--- src/rtl/cdc_xfer_arbiter.sv ---
// cdc_xfer_arbiter: round-robin arbiter feeding a 4-phase req/ack CDC channel with ack resync and timeout
module cdc_xfer_arbiter #(
  parameter int NUM_REQ     = 4,
  parameter int DATA_W      = 8,
  parameter int SYNC_STAGES = 2,
  parameter int TIMEOUT     = 255,
  parameter int ID_W        = $clog2(NUM_REQ)
) (
  input  logic                     clk_a,
  input  logic                     rst_a,
  input  logic [NUM_REQ-1:0]       src_valid,
  input  logic [NUM_REQ*DATA_W-1:0] src_data,
  output logic [NUM_REQ-1:0]       src_ready,
  output logic                     xfer_req,
  output logic [DATA_W-1:0]        xfer_data,
  output logic [ID_W-1:0]          xfer_src,
  input  logic                     xfer_ack_async,
  output logic                     busy,
  output logic                     timeout_err
);
  localparam int CNT_W = TIMEOUT > 1 ? $clog2(TIMEOUT) : 1;
  localparam logic [CNT_W-1:0] TO_LAST = CNT_W'(TIMEOUT > 0 ? TIMEOUT - 1 : 0);
  typedef enum logic [1:0] {IDLE, REQ_HI, REQ_LO} state_t;
  state_t state;
  logic [SYNC_STAGES-1:0] sync;
  logic ack_s, found, grant;
  logic [ID_W-1:0] rr, win;
  logic [ID_W:0] idx;
  logic [CNT_W-1:0] cnt;
  assign ack_s = sync[SYNC_STAGES-1];
  always_comb begin
    win = '0;
    found = 1'b0;
    idx = '0;
    for (int k = NUM_REQ - 1; k >= 0; k--) begin
      idx = {1'b0, rr} + (ID_W+1)'(k);
      idx = idx >= (ID_W+1)'(NUM_REQ) ? idx - (ID_W+1)'(NUM_REQ) : idx;
      if (src_valid[idx[ID_W-1:0]]) begin
        win = idx[ID_W-1:0];
        found = 1'b1;
      end
    end
  end
  // gating with rst_a keeps the combinational accept low while reset is held
  assign grant = (state == IDLE) && found && !ack_s && !rst_a;
  assign src_ready = grant ? NUM_REQ'(1) << win : '0;
  assign busy = state != IDLE;
  always_ff @(posedge clk_a or posedge rst_a)
    if (rst_a) sync <= '0;
    else sync <= {sync[SYNC_STAGES-2:0], xfer_ack_async};
  always_ff @(posedge clk_a or posedge rst_a) begin
    if (rst_a) begin
      state <= IDLE;
      rr <= '0;
      cnt <= '0;
      xfer_req <= 1'b0;
      xfer_data <= '0;
      xfer_src <= '0;
      timeout_err <= 1'b0;
    end else begin
      timeout_err <= 1'b0;
      case (state)
        IDLE: if (grant) begin
          state <= REQ_HI;
          xfer_req <= 1'b1;
          xfer_data <= src_data[win*DATA_W +: DATA_W];
          xfer_src <= win;
          rr <= win == ID_W'(NUM_REQ - 1) ? '0 : win + 1'b1;
          cnt <= '0;
        end
        REQ_HI: if (ack_s) begin
          state <= REQ_LO;
          xfer_req <= 1'b0;
          cnt <= '0;
        end else if (TIMEOUT != 0 && cnt == TO_LAST) begin
          state <= REQ_LO;
          xfer_req <= 1'b0;
          timeout_err <= 1'b1;
          cnt <= '0;
        end else cnt <= cnt + 1'b1;
        REQ_LO: if (!ack_s) state <= IDLE;
        default: state <= IDLE;
      endcase
    end
  end
endmodule

--- config.mk ---
export PLATFORM = sky130hd
export DESIGN_NAME = cdc_xfer_arbiter
export DESIGN_NICKNAME = d
export VERILOG_FILES = /design/src/rtl/cdc_xfer_arbiter.sv
export SDC_FILE = /design/constraint.sdc
export NUM_CORES = 1
export LEC_CHECK = 0
export BUFFER_PORTS_ARGS = -buffer_cell sky130_fd_sc_hd__buf_4
export CAP_MARGIN = 20
export CORE_MARGIN = 5
export CORE_UTILIZATION = 50
export DETAILED_ROUTE_END_ITERATION = 8
export PLACE_DENSITY = 0.87
export SYNTH_ARGS = -nofsm -noshare
export SYNTH_HDL_FRONTEND = slang
export SYNTH_SLANG_ARGS = --single-unit
--- constraint.sdc ---
create_clock -name clk_a -period 3 [get_ports clk_a]
set_input_delay 0.45 -clock clk_a [delete_from_list [all_inputs] [get_ports clk_a]]
set_output_delay 0.45 -clock clk_a [all_outputs]
set_load 0.01 [all_outputs]
Word-level counts from Yosys, hierarchy flattened --
Cells that the tools add are included.
Word-level totals: register bits 26, output and inout bits 17, bits of input ports 39, word-level logic and storage cells 84
Operators by class: add/subtract/negate cells 9, shift-type cells 2, order comparisons 8, reductions and logical operators 12, equal/unequal tests 7, mux-type cells 38
Operators with widths (count):
- $shiftx A32 B6 Y8 | 1
- $mux W2 | 13
- $mux W8 | 3
- $pmux W8 S2 | 1
- $mux W1 | 14
- $lt A2 B3 Y1 const B | 4
- $ge A3 B3 Y1 const B | 3
- $add A8 B1 Y8 const B | 1
- $bmux W1 S2 | 4
- $eq A8 B8 Y1 const B | 1
- $sub A2 B1 Y2 const B | 4
- $add A2 B2 Y3 const B | 2
- $pmux W2 S3 | 1
- $reduce_and A3 Y1 | 2
- $eq A2 B2 Y1 const B | 2
- $mux W4 | 1
- $ne A2 B2 Y1 const B | 2
- $reduce_and A2 Y1 | 2
- $reduce_bool A2 Y1 | 2
- $shl A1 B2 Y4 const A | 1
- $add A2 B1 Y3 const B | 1
- $ge A2 B3 Y1 const B | 1
- $logic_and A1 B1 Y1 | 3
- $ne A3 B3 Y1 const B | 1
- other kinds (5) | 6

Longest topological paths before layout --
word-level depth 14, gate-level depth with buffers 8

Worst setup path after synthesis --
OpenSTA, ideal clock, no wires.
kind input -> output, start point in src_valid[0], end point out src_ready[0], cell stages on the path 8, data required time 2.550 ns, path buffers 2, path slack 0.851 ns, data arrival time 1.699 ns, path through nor2b_1 -> a211o_1 -> a21oi_1 -> buf_6 -> buf_12 -> inv_1 -> ha_1 -> and2_1
RTL lines:
- from (decl) | line 11 | input logic [NUM_REQ-1:0] src_valid,
- $bmux W1 S2 | line 38 | if (src_valid[idx[ID_W-1:0]]) begin
- $mux W1 (not written as such) | line 38
- $mux W2 (3 in a row) | line 38
- $mux W2 * | line 38
- named net win[0] | line 27 | logic [ID_W-1:0] rr, win;
- $shl A1 B2 Y4 * | line 46 | assign src_ready = grant ? NUM_REQ'(1) << win : '0;
- $mux W4 * | line 46
- to (decl) | line 13 | output logic [NUM_REQ-1:0] src_ready,
Mark *: on every way through the listed nets, which the timed path passes. The rest lies on a longest branch. The select of a mux whose other input is x is not followed.

Final worst setup path --
start point reg rr[1], end point out src_ready[3]
RTL lines:
- from (decl) | line 27
- from (signal assigned) | line 68 | rr <= win == ID_W'(NUM_REQ - 1) ? '0 : win + 1'b1;
- $add A2 B2 Y3 | line 36 | idx = {1'b0, rr} + (ID_W+1)'(k);
- $ge A3 B3 Y1 or $sub A2 B1 Y2 (tied branches) | line 37 | idx = idx >= (ID_W+1)'(NUM_REQ) ? idx - (ID_W+1)'(NUM_REQ) : idx;
- $mux W2 | line 37
- $bmux W1 S2 | line 38
- $mux W1 (not written as such) | line 38
- $mux W2 (3 in a row) | line 38
- $mux W2 * | line 38
- named net win[1] | line 27
- $shl A1 B2 Y4 * | line 46
- $mux W4 * | line 46
Marks and branches as above.

==> metrics <==
run status finished, final reports clean; worst rel slew slack 57.2%; area share of the largest cell type after synthesis 42.3%; port buffer count 55; remaining design rule violation count 0; max-cap viol count 0; final setup violation count 0; Leakage 0.00102 µW; largest family of logic cells by synthesized area compound AO/OA/AOI/OAI gates; simple-gate share of the synthesized area 16.5%; WL/cell 15.8 µm; Post-synth top flop dfrtp_1; clock skew 0.0110 ns; Worst IR Drop VDD 365 µV; Yosys cell types 37; Power Total 1470 µW; Hold Path Class input pin to register; core area 3000 µm²; global route overflow 0; Synth Area in Adders 4.88%; Worst-path clk slew 0.14 ns; Final Cycle Share 85.8%; critical path depth 7; worst path bufs/invs 2; CP Capture Type primary output; syn_nets 191; FF-to-FF Start rr[0]; Hold Fails Final Rpt 0; Die X-Extent 65.5 µm; First-pass DRT Iterations 4; initial antenna violation count 0; final wirelength 3.74 mm; crit start category register; synthesis-to-layout area growth 32.8%; register area share after synthesis 42.3%; cell with the most instances after synthesis dfrtp_1; vias 1348; CP peak stage delay 0.44 ns; Final Max Slew Viols 0; Total GRT Usage 18.0%; first-pass GRT wire length 6.05 mm; CP max-delay cell dfrtp_1; Worst Path Required 2.55 ns; Mapped Area 1540 µm²; Post-synth EDFFs 0; routability-driven placement congestion ratio 0.814; Via density 5.69; ANT nets after route 0; reg2reg setup slack 1.15 ns; mux cell area share after synthesis 10.4%; Post-Layout Cell Count 237; synth cell count leaders 26 x dfrtp_1, 18 x nand2_1, 16 x mux2i_1; crit path kind register to primary output; worst path arrival time 2.12 ns; xor/xnor share of the synthesized area 0.569%; NumNets Final 250; Slew @ Worst Pin 0.641 ns; Clock Latency Late Sink 0.34 ns; Tmin final 2.57 ns; H-tree depth 1; layout cells sized above 1 39.2%; CP Max Fanout 5; Die H 65.5 µm; ys async rst share 100%; CP endpoint src_ready[3]; vias in the first global route 1400; PD cells 719 nW/µm²; Compound-Gate Fraction of Synth Area 19.3%; # diodes 0; clk root buf clkbuf_4; CTS Buffer Depth 2; Worst Reg-to-Reg Cells 6; largest net degree at the start of global routing 27; RSZ-0062 raised after global routing no; Mapped Avg Cell Area 10.5 µm²; Mapped Cells 146; cts bufs inserted 3; cell row count 20; placed insts 231; crit-path leading delay family simple AND/OR/NAND/NOR gates; Initial DRC Count 78; synthesized flop and latch total 26; worst path cell trace a21oi_1 -> or3b_1 -> o211ai_1 -> inv_2 -> ha_1 -> and2_1 -> buf_4; starting density of the core 51.3%; postcts setup bufs 0; Synth area leaders dfrtp_1 42%, mux2i_1 10%, o221ai_2 6.8%; TritonCTS clock tree built; Critical path origin rr[1]; CTS Sinks 26; R2R Path End xfer_data[5]; hpwl dp 2.90 mm; Synth Warn # 0; I/O pin count 56; cell taking the most area after synthesis dfrtp_1; maximum clock rate 0.388 GHz; Fin Setup TNS 0 ns; Die ar. 4290 µm²
how the worst min path moves through the flow:
| stage | start | end | cells after the start | slack, ns |
|---|---|---|---|---|
| 2_1_floorplan | sync[0] | sync[1] | 0 | 0.33 |
| 3_3_place_gp | sync[0] | sync[1] | 0 | 0.34 |
| 3_5_place_dp | sync[0] | sync[1] | 0 | 0.34 |
| 4_1_cts | xfer_ack_async | sync[0] | 1 | 0.20 |
| 5_1_grt | xfer_ack_async | sync[0] | 1 | 0.19 |
| 6_report | xfer_ack_async | sync[0] | 1 | 0.21 |
cells in the final DEF (no fill, tap or decap), drive strengths merged, types with 3 or more instances in the layout:
cell type / netlist / layout
o221ai: 9 / 9
and2: 4 / 4
nor2b: 3 / 3
mux2i: 16 / 16
nand3: 6 / 6
clkbuf: 0 / 3
nand2: 23 / 23
nor2: 4 / 4
ha: 6 / 6
inv: 9 / 9
dfrtp: 26 / 26
buf: 5 / 58
o21ai: 11 / 11
o31ai: 5 / 5
sequential cells by signal (all words and copies together), names as in the netlist:
| name | flops |
|---|---|
| state | 2 |
| sync | 2 |
| rr | 2 |
| xfer_src | 2 |
| xfer_data | 8 |
| cnt | 8 |
| xfer_req | 1 |
| timeout_err | 1 |
logic make-up (layout without fill, tap and decap cells):
kind of cell / Yosys count / after routing
compound gates: 35 / 35
fa+ha+maj: 6 / 6
xor+xnor: 1 / 1
mux: 16 / 16
flops: 26 / 26
buf+inv: 14 / 72
simple gates: 48 / 48
routing by layer:
layer	GRT usage (%)	wire (µm)
met5	0	0
met2	31.6	1990
met4	9.84	84
met1	21.4	1510
met3	2.05	149
per-stage QoR:
step                instance area (µm²)  hold slack [ns]  setup WS (ns)  utilization [%]
floorplan                          1540            0.331          0.851                -
global placement                   1950            0.336          0.683             65.0
detailed placement                 1950            0.339          0.623             65.0
CTS                                2010            0.201          0.415             66.8
global route                       2040            0.187          0.314             68.0
finish                             2040            0.214          0.425             68.0
power by group:
part	switching [µW]	internal, µW	total (µW)
Clock	113	135	248
Combinational	355	330	685
Sequential	83.4	453	536
layout make-up:
type	count	area [µm²]
timing repair buffer	59	465
sequential	26	651
multi-input combinational	106	800
inverter	9	33.8
clock buffer	3	22.5
clock inverter	1	30.0
tap	33	41.3
fill	251	960
what timing repair did:
item / 4_1_cts / 5_1_grt
hold buffers: 0 / 1
endpoints found under the hold margin: 0 / 1
resized for setup: 0 / 0
worst register-to-register path, cell delays in order (launching register included):
cell and delay [ns]:
dfrtp_1 0.43, nor2b_1 0.08, a211o_1 0.28, a21oi_2 0.20, buf_4 0.33, mux2i_1 0.25
o221ai_1 0.15
No activity file was read; power rests on OpenSTA's default activity.
